### src/rtl/bus_pkg.sv
// Shared types and constants for the serial system bus responder.
package bus_pkg;

    typedef enum logic [3:0] {
        ST_IDLE,
        ST_ADDR_1,
        ST_ACK,
        ST_ADDR_2,
        ST_WR_DATA,
        ST_WRITE,
        ST_RD_REQ,
        ST_RD_WAIT,
        ST_RD_DATA
    } slave_state_t;

    localparam int ADDR1_BITS = 5;
    localparam int ADDR_BITS  = 16;
    localparam int DATA_BITS  = 8;
    localparam int ID_W       = 4;

    localparam logic MODE_WR = 1'b1;
    localparam logic MODE_RD = 1'b0;

endpackage

### src/rtl/bus_shift_reg.sv
// Shift register: serial-in/parallel-out and parallel-load/serial-out, MSB first.
module bus_shift_reg #(
    parameter int W = 8
) (
    input  logic         clk,
    input  logic         rst,
    input  logic         shift_en,
    input  logic         serial_in,
    input  logic         load_en,
    input  logic [W-1:0] load_data,
    output logic [W-1:0] data,
    output logic         serial_out
);

    // A parallel load wins over a shift in the same cycle.
    always_ff @(posedge clk) begin
        if (rst) begin
            data <= '0;
        end else if (load_en) begin
            data <= load_data;
        end else if (shift_en) begin
            data <= {data[W-2:0], serial_in};
        end
    end

    assign serial_out = data[W-1];

endmodule

### src/rtl/slave_port.sv
// Serial bus responder: decodes the device ID, returns ack, drives local memory strobes.
// Defining SLAVE_BACKPRESSURE_EN adds s_busy, which stalls bus handshakes and strobes.
module slave_port
    import bus_pkg::*;
#(
    parameter logic [ID_W-1:0] SLAVE_ID   = 4'h0,
    parameter int              ADDR_W     = 12,
    parameter int              MEM_RD_LAT = 1
) (
    input  logic              clk,
    input  logic              rst,
    input  logic              mode,
    input  logic              wr_bus,
    output logic              rd_bus,
    output logic              ack,
    input  logic              master_valid,
    output logic              slave_ready,
    input  logic              master_ready,
    output logic              slave_valid,
    output logic [ADDR_W-1:0] s_addr,
    output logic [7:0]        s_wr_data,
    output logic              s_wr_en,
    output logic              s_rd_en,
    input  logic [7:0]        s_rd_data,
`ifdef SLAVE_BACKPRESSURE_EN
    input  logic              s_busy,
`endif
    output slave_state_t      dbg_state
);

    localparam logic [4:0] ADDR1_LAST = 5'(ADDR1_BITS - 1);
    localparam logic [4:0] ADDR2_LAST = 5'(ADDR_BITS - ADDR1_BITS - 1);
    localparam logic [4:0] DATA_LAST  = 5'(DATA_BITS - 1);
    localparam logic [4:0] WAIT_LAST  = 5'(MEM_RD_LAT - 1);

    slave_state_t         state;
    logic [4:0]           cnt;
    logic                 mode_q;
    logic                 ready_q;
    logic                 valid_q;
    logic                 ack_q;
    logic                 wr_q;
    logic                 rd_q;
    logic                 busy;
    logic                 in_xfer;
    logic                 out_xfer;
    logic                 addr_shift;
    logic                 wdata_shift;
    logic                 tx_load;
    logic                 tx_shift;
    logic                 tx_msb;
    logic [ADDR_BITS-1:0] addr_q;
    logic [ADDR_BITS-1:0] addr_next;
    logic [DATA_BITS-1:0] tx_data_unused;
    logic                 addr_msb_unused;
    logic                 wdata_msb_unused;
    logic                 unused_bits;

`ifdef SLAVE_BACKPRESSURE_EN
    assign busy = s_busy;
`else
    assign busy = 1'b0;
`endif

    // A bit moves inbound on master_valid & slave_ready and outbound on
    // slave_valid & master_ready, both sampled at the rising clock edge.
    assign slave_ready = ready_q & ~busy;
    assign slave_valid = valid_q & ~busy;
    assign in_xfer     = master_valid & slave_ready;
    assign out_xfer    = slave_valid & master_ready;

    assign ack       = ack_q;
    assign s_wr_en   = wr_q & ~busy;
    assign s_rd_en   = rd_q & ~busy;
    assign rd_bus    = tx_msb & (state == ST_RD_DATA);
    assign dbg_state = state;

    assign addr_next   = {addr_q[ADDR_BITS-2:0], wr_bus};
    assign addr_shift  = in_xfer & (state != ST_WR_DATA);
    assign wdata_shift = in_xfer & (state == ST_WR_DATA);
    assign tx_load     = (state == ST_RD_WAIT) && (cnt == WAIT_LAST);
    assign tx_shift    = out_xfer & (state == ST_RD_DATA);
    assign unused_bits = ^{addr_q[ADDR_BITS-1], addr_next};

    bus_shift_reg #(.W(ADDR_BITS)) u_addr_sr (
        .clk        (clk),
        .rst        (rst),
        .shift_en   (addr_shift),
        .serial_in  (wr_bus),
        .load_en    (1'b0),
        .load_data  ('0),
        .data       (addr_q),
        .serial_out (addr_msb_unused)
    );

    bus_shift_reg #(.W(DATA_BITS)) u_wdata_sr (
        .clk        (clk),
        .rst        (rst),
        .shift_en   (wdata_shift),
        .serial_in  (wr_bus),
        .load_en    (1'b0),
        .load_data  ('0),
        .data       (s_wr_data),
        .serial_out (wdata_msb_unused)
    );

    bus_shift_reg #(.W(DATA_BITS)) u_tx_sr (
        .clk        (clk),
        .rst        (rst),
        .shift_en   (tx_shift),
        .serial_in  (1'b0),
        .load_en    (tx_load),
        .load_data  (s_rd_data),
        .data       (tx_data_unused),
        .serial_out (tx_msb)
    );

    // Handshake flags are registered and set on entry to the state that drives them.
    always_ff @(posedge clk) begin
        if (rst) begin
            state   <= ST_IDLE;
            cnt     <= '0;
            mode_q  <= 1'b0;
            ready_q <= 1'b0;
            valid_q <= 1'b0;
            ack_q   <= 1'b0;
            wr_q    <= 1'b0;
            rd_q    <= 1'b0;
            s_addr  <= '0;
        end else begin
            case (state)
                ST_IDLE: begin
                    ready_q <= 1'b1;
                    if (in_xfer) begin
                        mode_q <= mode;
                        cnt    <= 5'd1;
                        state  <= ST_ADDR_1;
                    end
                end
                ST_ADDR_1: begin
                    if (in_xfer) begin
                        if (cnt == ADDR1_LAST) begin
                            // addr_q[3:0] already holds addr[15:12] as the 5th bit shifts in
                            ack_q   <= (addr_q[ID_W-1:0] == SLAVE_ID);
                            ready_q <= 1'b0;
                            valid_q <= 1'b1;
                            cnt     <= '0;
                            state   <= ST_ACK;
                        end else begin
                            cnt <= cnt + 5'd1;
                        end
                    end
                end
                ST_ACK: begin
                    if (out_xfer) begin
                        valid_q <= 1'b0;
                        ack_q   <= 1'b0;
                        ready_q <= 1'b1;
                        state   <= ack_q ? ST_ADDR_2 : ST_IDLE;
                    end
                end
                ST_ADDR_2: begin
                    if (in_xfer) begin
                        if (cnt == ADDR2_LAST) begin
                            s_addr <= addr_next[ADDR_W-1:0];
                            cnt    <= '0;
                            if (mode_q == MODE_WR) begin
                                state <= ST_WR_DATA;
                            end else begin
                                ready_q <= 1'b0;
                                rd_q    <= 1'b1;
                                state   <= ST_RD_REQ;
                            end
                        end else begin
                            cnt <= cnt + 5'd1;
                        end
                    end
                end
                ST_WR_DATA: begin
                    if (in_xfer) begin
                        if (cnt == DATA_LAST) begin
                            ready_q <= 1'b0;
                            wr_q    <= 1'b1;
                            cnt     <= '0;
                            state   <= ST_WRITE;
                        end else begin
                            cnt <= cnt + 5'd1;
                        end
                    end
                end
                ST_WRITE: begin
                    if (!busy) begin
                        wr_q    <= 1'b0;
                        ready_q <= 1'b1;
                        state   <= ST_IDLE;
                    end
                end
                ST_RD_REQ: begin
                    if (!busy) begin
                        rd_q  <= 1'b0;
                        cnt   <= '0;
                        state <= ST_RD_WAIT;
                    end
                end
                ST_RD_WAIT: begin
                    if (cnt == WAIT_LAST) begin
                        valid_q <= 1'b1;
                        cnt     <= '0;
                        state   <= ST_RD_DATA;
                    end else begin
                        cnt <= cnt + 5'd1;
                    end
                end
                ST_RD_DATA: begin
                    if (out_xfer) begin
                        if (cnt == DATA_LAST) begin
                            valid_q <= 1'b0;
                            ready_q <= 1'b1;
                            cnt     <= '0;
                            state   <= ST_IDLE;
                        end else begin
                            cnt <= cnt + 5'd1;
                        end
                    end
                end
                default: begin
                    ready_q <= 1'b0;
                    valid_q <= 1'b0;
                    ack_q   <= 1'b0;
                    wr_q    <= 1'b0;
                    rd_q    <= 1'b0;
                    cnt     <= '0;
                    state   <= ST_IDLE;
                end
            endcase
        end
    end

endmodule
### config.mk
export PLATFORM = sky130hd
export DESIGN_NAME = slave_port
export DESIGN_NICKNAME = d
export VERILOG_FILES = /design/src/rtl/bus_pkg.sv /design/src/rtl/bus_shift_reg.sv /design/src/rtl/slave_port.sv
export SDC_FILE = /design/constraint.sdc
export NUM_CORES = 1
export LEC_CHECK = 0
export BUFFER_PORTS_ARGS = -buffer_cell sky130_fd_sc_hd__buf_2
export CORE_MARGIN = 3
export CORE_UTILIZATION = 30
export DETAILED_ROUTE_END_ITERATION = 8
export GPL_TIMING_DRIVEN = 0
export PLACE_DENSITY = 0.56
export SYNTH_ARGS = -nofsm -noshare
export SYNTH_HDL_FRONTEND = slang
export SYNTH_SLANG_ARGS = --single-unit
### constraint.sdc
create_clock -name clk -period 5.5 [get_ports clk]
set_clock_uncertainty 0.15 [all_clocks]
set_input_delay 0 -clock clk [delete_from_list [all_inputs] [get_ports clk]]
set_output_delay 0 -clock clk [all_outputs]
set_load 0.03 [all_outputs]
* After elaboration in Yosys (flattened, before gate mapping)
Cells that the tools add are included.
Word-level totals: flip-flop bits (word level) 54, bits in latches 0, RAM bits 0, ROM bits 0, bits of input ports 14, output and inout bits 30, word-level logic and storage cells 122, memories kept 0
Operators by class: $add $sub $neg 1, multipliers 0, div/mod/pow operators 0, magnitude comparators 0, eq/ne operators 24, shift-type cells 0, muxes and demuxes 52, bitwise gates (word level) 12, reductions and logical operators 21
Operator list (count):
- $mux 5 | 9
- $mux 4 | 11
- $pmux 5 s7 | 1
- $pmux 4 s8 | 1
- $reduce_and 11->1 | 2
- $mux 1 | 21
- $reduce_or 7->1 | 3
- $ne 2x2->1 const B | 9
- $eq 4x3->1 const B | 4
- $mux 8 | 2
- $eq 5x3->1 const B | 2
- $eq 4x2->1 const B | 2
- $logic_not 4->1 | 2
- $reduce_and 4->1 | 2
- $pmux 1 s7 | 1
- $reduce_and 7->1 | 1
- $and 1x1->1 | 6
- $ne 2x1->1 const B | 3
- $not 1->1 | 6
- $reduce_and 3->1 | 2
- $reduce_and 6->1 | 1
- $reduce_or 2->1 | 3
- $add 5x1->5 const B | 1
- $eq 5x4->1 const B | 1
- 12 further kinds | 14

* Longest topological paths before layout
Gate-level depths: netlist (run 1).
depth after elaboration 4, gate-level depth with buffers 9, mapped depth without buffers 7

* Hierarchy
From an unflattened synthesis (run 1), not the netlist that was laid out.
Unflattened totals: cells, all modules 362, area total of the unflattened synthesis 3210.6 sq um
By module, submodules not included:
- slave_port | times used 1, cells an instance 218, area an instance 1644.1 sq um, seq. area each 540.5 sq um
- bus_shift_reg (u_addr_sr) | times used 1, cells an instance 72, area an instance 813.3 sq um, seq. area each 320.3 sq um
- bus_shift_reg (u_tx_sr ...) | times used 2, cells an instance 36, area an instance 376.6 sq um, seq. area each 160.2 sq um

* Least setup slack after synthesis (run 1)
No wires, ideal clock.
path kind register to register, from register state[3], in the netlist dbg_state[3], to register state[0], in the netlist dbg_state[0], setup time 123 ps, arrival 1913 ps, required time 5227 ps, path slack 3313 ps, stages on the path, launching flop included 7, buffers on the path 1, period minus slack after synthesis 2187 ps, cells stage by stage dfxtp_1 -> clkbuf_1 -> and4b_1 -> a22oi_4 -> nand2_2 -> nor3_2 -> mux2_1
Between the ends: longest elaborated chain between the ends 3, elaborated cells on any way between the ends 21, classes of those cells eq/ne: 18; mux: 1; reduce/logical: 2
Ends and longest elaborated chain:
- start: declaration | RTL line slave_port.sv:36 | slave_state_t state;
- start signal: assignment | RTL line slave_port.sv:159 | state <= ack_q ? ST_ADDR_2 : ST_IDLE;
- $eq 4x2->1, or another cell as far along | RTL line slave_port.sv:131 | case (state)
- $ne 2x2->1 (no source line) / $ne 2x1->1 (equally long branches)
- $reduce_and 11->1 (no source line)
Several ways; a longest one is shown, not always the timed one. A chain may end at the register's enable or synchronous reset.

* Worst setup path in the final report (run 1)
from register cnt[0], to register state[0], in the netlist dbg_state[0]
Between the ends: longest elaborated chain between the ends 3, elaborated cells on any way between the ends 10, classes of those cells eq/ne: 8; reduce/logical: 2
Ends and longest elaborated chain:
- start: declaration | RTL line slave_port.sv:37 | logic [4:0] cnt;
- start signal: assignment | RTL line slave_port.sv:150 | cnt <= cnt + 5'd1;
- start signal: assignment | RTL line slave_port.sv:175 | cnt <= cnt + 5'd1;
- start signal: assignment | RTL line slave_port.sv:187 | cnt <= cnt + 5'd1;
- $eq 5x4->1, or another cell as far along | RTL line slave_port.sv:164 | if (cnt == ADDR2_LAST) begin
- $ne 2x2->1 (no source line) / $ne 2x1->1 (equally long branches)
- $reduce_and 11->1 (no source line) *
Every way passes the cells marked *; elsewhere a longest branch is shown, timed or not.

==> results.yml, run 1 <==
grt:
  overflow: 0
  antenna_found_initial: 0
  grt_pass1_wl_mm: 11.8
  first_global_vias: 2360
  grt_start_max_net_pins: 20
  top_usage_layer: "met2"
  use_met2: 0.224
  grt_usage: 0.143
  grt_util_met1: 0.199
  globalRouteMet3Util: 0.0241
status:
  status: "finished, final reports clean"
yosys:
  synth_fa_ha_area_frac: 0.0138
  yosysWarnings: 0
  ys_top_cells_by_area: "dfxtp_1 (40%), mux2i_1 (15%), nor2_1 (8.3%)"
  synth_area_mm2: 0.00272
  yosys.area_share.simple: 0.209
  synth-edff-count: 0
  synth_compound_area_frac: 0.162
  async_flop_share: 0
  synth_top_family_by_area: "simple AND/OR/NAND/NOR gates"
  synth.net_count: 321
  synth-seq-cells: 54
  synthFlopType: "dfxtp_1"
  yosys.area.top_type_share: 0.398
  postSynthCellCount: 304
  synth.largest_area_cell: "dfxtp_1"
  synth-xor-area-share: 0
  yosysUniqueCellTypes: 59
  yosysSeqAreaShare: 0.398
  avgSynthCellArea_um2: 8.94
  synth_mux_area_frac: 0.171
placed_design:
  postPlaceCellArea_mm2: 0.00307
  place.gp.congestion: 0.951
  place_hpwl_mm: 5.02
  port_buffers: 43
power_and_ir_drop:
  p_clk_frac: 0.263
  power.density_mw_per_mm2: 277
  internal-power_mw: 0.594
  p_sw_mw: 0.317
  peakVddDrop_mv: 0.189
  leakagePower_nw: 1.50
  power_frac_seq: 0.462
  combPwrFrac: 0.276
  sw_frac_of_total: 0.348
critical_path:
  crit_slowest_cell: "or4b_4"
  cp_cell_sequence: "inv_1 -> ha_1 -> or4b_4 -> a22oi_4 -> nand2_2 -> nor3_2 -> mux2_1"
  crit_buf_inv: 1
  cp.required_ns: 5.56
  critPathMaxStageDelay_ns: 0.53
  worst-setup-path-type: "reg -> reg"
  crit_fanout: 5
  critPathCaptureType: "flop"
  critPathTopFamily: "simple AND/OR/NAND/NOR gates"
  start_kind: "flop"
  cp.arrival_ns: 2.46
final_layout:
  final_util: 0.375
  nNetsFinal: 383
  final_area_mm2: 0.00329
  drive_above_1_share: 0.196
  diodes: 0
  syn2layout_area_growth_pct: 20.9
sta:
  worst_pin_slew_ns: 0.744
  slew_headroom: 0.502
  fin_crit_sh: 0.438
  setup_tns_ns: 0
  finalSetupViolations: 0
  finalHoldViolations: 0
  period_needed_ns: 2.41
  fmax_ghz: 0.416
  rsz0062_at_grt: "no"
  final_max_slew_viol_count: 0
route:
  drtPass1Iterations: 4
  drc_errors: 0
  finalWirelength_mm: 7.04
  drt_iter0_markers: 167
  ant_nets: 0
  avgViaCountPerCell: 5.09
  avgRoutedWirePerCell_um: 14.8
  via_count: 2417
clock_tree:
  cts-resized-gates: 0
  cts_made_buffers: 5
  cts_setup_buffers: 0
  cts_hold_buffers: 12
  cts_tree: "yes"
  root_buffer: "clkbuf_8"
  htreeDepth: 2
  cts_buffer_depth: 2
  cts_sinks: 54
  clk_pin_slew_ns: 0.10
  clk_latency_ns: 0.32
floorplan:
  num_io_pins: 44
  die_h_um: 101
  start_util: 0.310
  core_area_mm2: 0.00876
  die_w_um: 101
  dieArea_mm2: 0.0102
  num_rows: 34
job:
  cap_viol_max_count: 0
hold_path:
  hp-class: "in -> reg"
## cell families after synthesis
family                     Yosys count
adders and majority gates            3
buffers and inverters               28
DFF                                 54
AOI/OAI and AO/OA                   60
muxes                               46
and+or+nand+nor                    113
## path summary, 6_finish.rpt
check,start,to,slack (ns),cells after the start
worst max-delay path,cnt[0],dbg_state[0],3.09,7
worst max register to register,cnt[0],dbg_state[0],3.09,7
worst min-delay path,master_valid,s_wr_en,0.1,4
worst min register to register,ack,ack,0.35,2
## sequential cells by signal, summed over array words and instances, names as in the netlist, 4 cells and up
register and count:
u_wdata_sr.data 8, dbg_state 4, s_addr 12, cnt 5, u_tx_sr.data 8, u_addr_sr.data 11
## metal layers
metal	part of all wire	routed length (um)
met1	0.47	3300
met4	0.014	100
met5	0	0
met2	0.46	3270
met3	0.052	365
## synthesized netlist by cell type (all sizes together) (2+ instances only)
cell and number:
a211oi 8, a21oi 19, a22oi 2, a31oi 5
and2 3, and3 4, buf 9, clkbuf 12
dfxtp 54, ha 3, inv 7, mux2 4
mux2i 42, nand2 11, nand2b 2, nand3 7
nand4b 2, nand4bb 2, nor2 60, nor2b 3
nor3 5, nor4b 2, o21ai 8, o2bb2ai 2
o31a 2, o32ai 3, or2 2, or3 2
## worst register-to-register path: stages (launching register included)
cell and delay, ns:
dfxtp_1 0.36, inv_1 0.09, ha_1 0.19, or4b_4 0.53
a22oi_4 0.20, nand2_2 0.11, nor3_2 0.32, mux2_1 0.36
## power groups by stage
| stage | registers, mW | clock network [mW] | logic, mW |
|---|---|---|---|
| 4_1_cts | 0.420 | 0.249 | 0.248 |
| 3_3_place_gp | 0.430 | 0 | 0.240 |
| 5_1_grt | 0.423 | 0.265 | 0.274 |
| 6_report | 0.421 | 0.239 | 0.251 |
| 2_1_floorplan | 0.438 | 0 | 0.166 |
| 3_5_place_dp | 0.429 | 0 | 0.240 |
## per-stage QoR
| step | total power [mW] | instances | hold slack [ns] | setup WS, ns |
|---|---|---|---|---|
| 2_1_floorplan | 0.604 | 304 | -0.00606 | 3.31 |
| 3_3_place_gp | 0.670 | 455 | 0.0913 | 3.13 |
| 3_5_place_dp | 0.669 | 455 | 0.117 | 3.12 |
| 4_1_cts | 0.918 | 475 | 0.0928 | 3.10 |
| 5_1_grt | 0.962 | 475 | 0.154 | 2.88 |
| 6_report | 0.911 | 475 | 0.0977 | 3.09 |
## layout by cell type (no fill, tap or decap), types with 3 or more instances in the layout
cell           instances
a211oi_1               5
a211oi_2               3
a21oi_1               19
a31oi_1                5
and2_1                 3
and3_1                 4
buf_2                 47
clkbuf_1              12
clkbuf_8               5
dfxtp_1               54
dlygate4sd3_1         12
ha_1                   3
inv_1                  5
mux2_1                 3
mux2i_1               42
nand2_1               10
nand3_1                7
nor2_1                60
nor2b_1                3
nor3_1                 4
o21ai_0                5
o32ai_1                3
## layout make-up
class	count	area (um2)
Buffer	21	98.8
Clock buffer	5	68.8
Clock inverter	3	28.8
Fill cell	928	5480
Inverter	7	26.3
Multi-Input combinational cell	222	1510
Sequential cell	54	1080
Tap cell	108	135
Timing Repair Buffer	55	335
Note: power is estimated with default switching activity, not from simulation.
==> inputs of run 2 (changes only) <==
ABC_AREA = 1   (was not set)
clock period = 2.3 ns   (was 5.5 ns; I/O delays follow)
==> results.yml, run 2 <==
sta:
  finalHoldViolations: 0
  slew_headroom: 0.684
  setup_slack_ns: 0.303
  fin_crit_sh: 0.868
  fmax_ghz: 0.501
  period_needed_ns: 2.00
  setup_tns_ns: 0
  rsz0062_at_grt: "no"
  worst_pin_slew_ns: 0.475
  final_max_slew_viol_count: 0
  finalSetupViolations: 0
final_layout:
  final_area_mm2: 0.00327
  syn2layout_area_growth_pct: 20.7
  top_regs: "s_addr (12), u_addr_sr.data (11)"
  fill_cells: 989
  nNetsFinal: 492
  drive_above_1_share: 0.170
  largest_reg_flops: 12
  regArea_mm2: 0.00108
  multi_input_area_mm2: 0.00144
  layout_commonest_cell: "nand2_1"
  diodes: 0
  final_util: 0.374
  regMostFlops: "s_addr"
  final_cell_mix: "nand2_1 (104), nor2_1 (76), dfxtp_1 (54), buf_2 (47), inv_1 (35)"
yosys:
  synth_top_family_by_area: "simple AND/OR/NAND/NOR gates"
  postSynthCellCount: 414
  synth_commonest_cells: "nand2_1 (104), nor2_1 (77), dfxtp_1 (54)"
  synth_most_common_cell: "nand2_1"
  synth-edff-count: 0
  synth_area_mm2: 0.00271
  yosys.area.top_type_share: 0.398
  synth_compound_area_frac: 0.118
  yosysSeqAreaShare: 0.398
  synth-seq-cells: 54
  synth_fa_ha_area_frac: 0.0138
  synth.net_count: 431
  avgSynthCellArea_um2: 6.56
  synthFlopType: "dfxtp_1"
  synth.largest_area_cell: "dfxtp_1"
  yosysWarnings: 0
  yosysUniqueCellTypes: 24
  ys_top_cells_by_area: "dfxtp_1 (40%), nand2_1 (14%), nor2_1 (11%)"
  synth-xor-area-share: 0.00645
  yosys.area_share.simple: 0.391
  synth_mux_area_frac: 0
  async_flop_share: 0
route:
  drtPass1Iterations: 4
  drc_errors: 0
  via_count: 2814
  avgRoutedWirePerCell_um: 12.0
  drt_iter0_markers: 265
  ant_nets: 0
  finalWirelength_mm: 7.00
  avgViaCountPerCell: 4.82
placed_design:
  place_hpwl_mm: 5.20
  pre_cts_ws_ns: 0.246
  postPlaceCellArea_mm2: 0.00306
  port_buffers: 43
  place.gp.congestion: 0.960
hold_path:
  min_from: "master_ready"
  hp-class: "in -> reg"
clock_tree:
  cts_buffer_depth: 2
  root_buffer: "clkbuf_8"
  cts_tree: "yes"
  htreeDepth: 2
  cts_setup_buffers: 0
  cts_sinks: 54
  clk_latency_ns: 0.32
  clk_pin_slew_ns: 0.11
  cts_made_buffers: 5
power_and_ir_drop:
  p_clk_frac: 0.190
  combPwrFrac: 0.439
  internal-power_mw: 1.68
  p_sw_mw: 1.41
  sw_frac_of_total: 0.455
  power.density_mw_per_mm2: 943
  leakagePower_nw: 1.58
  peakVddDrop_mv: 0.271
  total_power_mw: 3.09
  power_frac_seq: 0.370
critical_path:
  cp.required_ns: 2.38
  cp_cell_sequence: "inv_1 -> ha_1 -> inv_1 -> nor2_2 -> nand2_1 -> nand2_2 -> nand2_1 -> nor2_2 -> nand3_2 -> nor2_1 -> nor2_1"
  worst-setup-path-type: "reg -> reg"
  crit_start: "cnt[0]"
  start_kind: "flop"
  critPathMaxStageDelay_ns: 0.36
  crit_slowest_cell: "dfxtp_1"
  reg2reg_from: "cnt[0]"
  critPathCaptureType: "flop"
  cp.arrival_ns: 2.07
  crit_fanout: 6
floorplan:
  num_rows: 34
  dieArea_mm2: 0.0102
  die_h_um: 101
  num_io_pins: 44
  start_util: 0.310
  core_area_mm2: 0.00876
  die_w_um: 101
job:
  cap_viol_max_count: 0
grt:
  grt_pass1_wl_mm: 11.6
  overflow: 0
  grt_usage: 0.137
  first_global_vias: 2433
  grt_start_max_net_pins: 20
  antenna_found_initial: 0
status:
  status: "finished, final reports clean"
-- run 2: cell types whose count changed after synthesis, moves of 17 or more --
cell     previous run  this run
inv_1               5        35
mux2i_1            42         0
nand2_1            10       104
nand3_1             7        34
nor2_1             60        77
o21ai_0             5        30
-- run 2: worst paths after layout --
check,end,slack (ns),depth (start not counted)
worst max-delay path,dbg_state[2],0.30,11
worst min-delay path,u_tx_sr.data[4],0.13,5
worst max register to register,dbg_state[2],0.30,11
worst min register to register,u_tx_sr.data[0],0.32,2
-- run 2: cell type report --
class / instances / area share
inverters: 38 / 0.0436
well taps: 108 / 0.0413
repair buffers: 54 / 0.0994
flip-flops and latches: 54 / 0.330
clock inverters: 3 / 0.00879
multi-input cells: 311 / 0.439
clock buffers: 5 / 0.0210
plain buffers: 11 / 0.0164
-- run 2: timing repair --
item                                   4_1_cts  5_1_grt
endpoints found under the hold margin       17        0
resized for setup                            0        1
hold buffers                                11        0
setup endpoints to repair                    0        3
-- run 2: stage by stage --
stage	hold slack, ns	instances
after floorplan	-0.0151	414
final	0.129	584
after detailed placement	0.130	565
after global placement	0.114	565
after global routing	0.157	584
after CTS	0.125	584
-- run 2: cells by family after synthesis --
family | count (synthesis)
AOI/OAI and AO/OA | 62
and+or+nand+nor | 244
buffers and inverters | 49
xor gates and xnor gates | 2
DFF | 54
adders and majority gates | 3
-- run 2: critical path: cells and delay by family (launching register included) --
family	cells	cell delay, ns
fa+ha+maj	1	0.16
flops	1	0.36
buf+inv	2	0.19
simple gates	8	1.03
-- run 2: power by group through the flow --
stage	clock network, mW	logic, mW	registers [mW]
final	0.588	1.36	1.14
after global routing	0.653	1.52	1.16
after CTS	0.621	1.35	1.14
after detailed placement	0	1.32	1.17
after global placement	0	1.32	1.17
after floorplan	0	0.915	1.24
-- run 2: layer usage --
metal  track usage  vias up  routed length, um
met4        0.0337        0                 56
met3        0.0277        4                333
met5             0        -                  0
met1         0.178     1286               3360
li1              -     1459                  -
met2         0.234       65               3250
==> inputs of run 3 (changes only) <==
CORE_UTILIZATION = 40   (was 30)
PLACE_DENSITY = 0.7   (was 0.56)
clock period = 1.8 ns   (was 2.3 ns; I/O delays follow)
==> results.yml, run 3 (synthesis gave the netlist of run 2 again) <==
final_layout:
  regArea_mm2: 0.00110
  syn2layout_area_growth_pct: 27.6
  regMostFlops: "s_addr"
  layout.cells.non_filler: 562
  largest_reg_flops: 12
  final_cell_mix: "nand2_1 (93), nor2_1 (69), dfxtp_1 (48), buf_2 (47), nand3_1 (34)"
  nNetsFinal: 501
  fill_cells: 640
  multi_input_area_mm2: 0.00156
  diodes: 0
  drive_above_1_share: 0.252
  layout_commonest_cell: "nand2_1"
  top_regs: "s_addr (12), u_addr_sr.data (11)"
critical_path:
  reg2reg_from: "cnt[4]"
  reg2regPathDepth: 9
  critPathCaptureType: "flop"
  crit_buf_inv: 1
  start_kind: "flop"
  worst-setup-path-type: "reg -> reg"
  cp.required_ns: 1.91
  cp.arrival_ns: 1.83
  crit_fanout: 6
  crit_top_cell: "nand2_1"
  critPathMaxStageDelay_ns: 0.38
  r2r_setup_slack_ns: 0.08
  crit_slowest_cell: "dfxtp_1"
  rr_endpoint: "dbg_state[0]"
  cp_cell_sequence: "nor2_2 -> nand2_4 -> nand2_1 -> nand2_2 -> nor2_4 -> nand3_4 -> nand2_1 -> inv_1 -> nor2_1"
  critPathTopFamily: "simple AND/OR/NAND/NOR gates"
grt:
  grt_pass1_wl_mm: 11.1
  grt_start_max_net_pins: 19
  grt_usage: 0.178
  antenna_found_initial: 0
  overflow: 0
  first_global_vias: 2480
clock_tree:
  clk_pin_slew_ns: 0.11
  htreeDepth: 2
  cts_sinks: 54
  cts_tree: "yes"
  cts_made_buffers: 5
  clk_latency_ns: 0.32
  cts_buffer_depth: 2
  root_buffer: "clkbuf_8"
status:
  status: "finished, final reports clean"
sta:
  finalHoldViolations: 0
  setup_slack_ns: 0.0769
  slew_headroom: 0.706
  fmax_ghz: 0.580
  period_needed_ns: 1.72
  fin_crit_sh: 0.957
  finalSetupViolations: 0
  worst_pin_slew_ns: 0.440
  final_max_slew_viol_count: 0
  rsz0062_at_grt: "yes"
placed_design:
  pre_cts_ws_ns: -0.242
  place_hpwl_mm: 4.94
  place.gp.congestion: 0.958
  port_buffers: 43
  dp.cells: 534
route:
  drc_errors: 0
  drt_iter0_markers: 189
  avgViaCountPerCell: 5.11
  finalWirelength_mm: 6.97
  avgRoutedWirePerCell_um: 12.4
  via_count: 2872
  ant_nets: 0
  drtPass1Iterations: 5
power_and_ir_drop:
  leakagePower_nw: 1.65
  power.density_mw_per_mm2: 1260
  total_power_mw: 4.34
  peakVddDrop_mv: 0.572
floorplan:
  dieArea_mm2: 0.00781
  start_util: 0.420
  num_rows: 29
  core_area_mm2: 0.00646
  die_h_um: 88.4
  die_w_um: 88.4
  num_io_pins: 44
hold_path:
  hp-class: "in -> reg"
  min_from: "master_valid"
  holdPathEnd: "s_addr[0]"
  hold_depth: 5
job:
  cap_viol_max_count: 0
## run 3: tightest hold or removal path: cells and delay by family
family	cells	cell delay [ns]
AND/OR/NAND/NOR	4	0.44
buffers and inverters	1	0.09
## run 3: report_power, final
part           total [mW]  internal, mW  leakage (nW)  switching (mW)
clock               0.860         0.425        0.0591           0.435
sequential           1.49          1.35         0.441           0.141
combinational        2.00         0.650          1.15            1.35
## run 3: per-stage QoR
stage	instance area, um2	setup TNS, ns	util	hold WS, ns
final	3460	0	0.536	0.102
after global placement	3030	-1.75	0.468	0.112
after detailed placement	3030	-1.74	0.468	0.117
after global routing	3460	-0.0959	0.536	0.136
after CTS	3300	0	0.511	0.104
after floorplan	2710	0	-	-0.0151
## run 3: what timing repair did
action,CTS,global route
endpoints found under the setup margin,32,39
pin swaps,3,8
endpoints found under the hold margin,17,0
setup buffers,2,7
hold buffers,11,0
resized for setup,15,36
## run 3: worst max-delay path by stage
stage / startpoint / endpoint / slack, ns / cells after the start
global route: dbg_state[2] / cnt[0] / -0.03 / 10
detailed placement: cnt[0] / dbg_state[2] / -0.24 / 11
finish: cnt[4] / dbg_state[0] / 0.08 / 9
floorplan: dbg_state[3] / cnt[0] / 0.007 / 9
global placement: cnt[0] / dbg_state[2] / -0.23 / 11
CTS: dbg_state[2] / cnt[1] / 0.02 / 7
## run 3: layer usage
| metal | wire length [um] | GRT usage |
|---|---|---|
| met5 | 0 | 0 |
| met4 | 132 | 0.0549 |
| met3 | 417 | 0.0354 |
| met2 | 3250 | 0.298 |
| met1 | 3170 | 0.232 |
## run 3: final cells by class
type                       count  area share
clock buffer                   5      0.0199
sequential                    54       0.317
timing repair buffer          63       0.113
multi-input combinational    311       0.450
buffer                        11      0.0159
inverter                      38      0.0419
tap                           77      0.0278
clock inverter                 3      0.0137
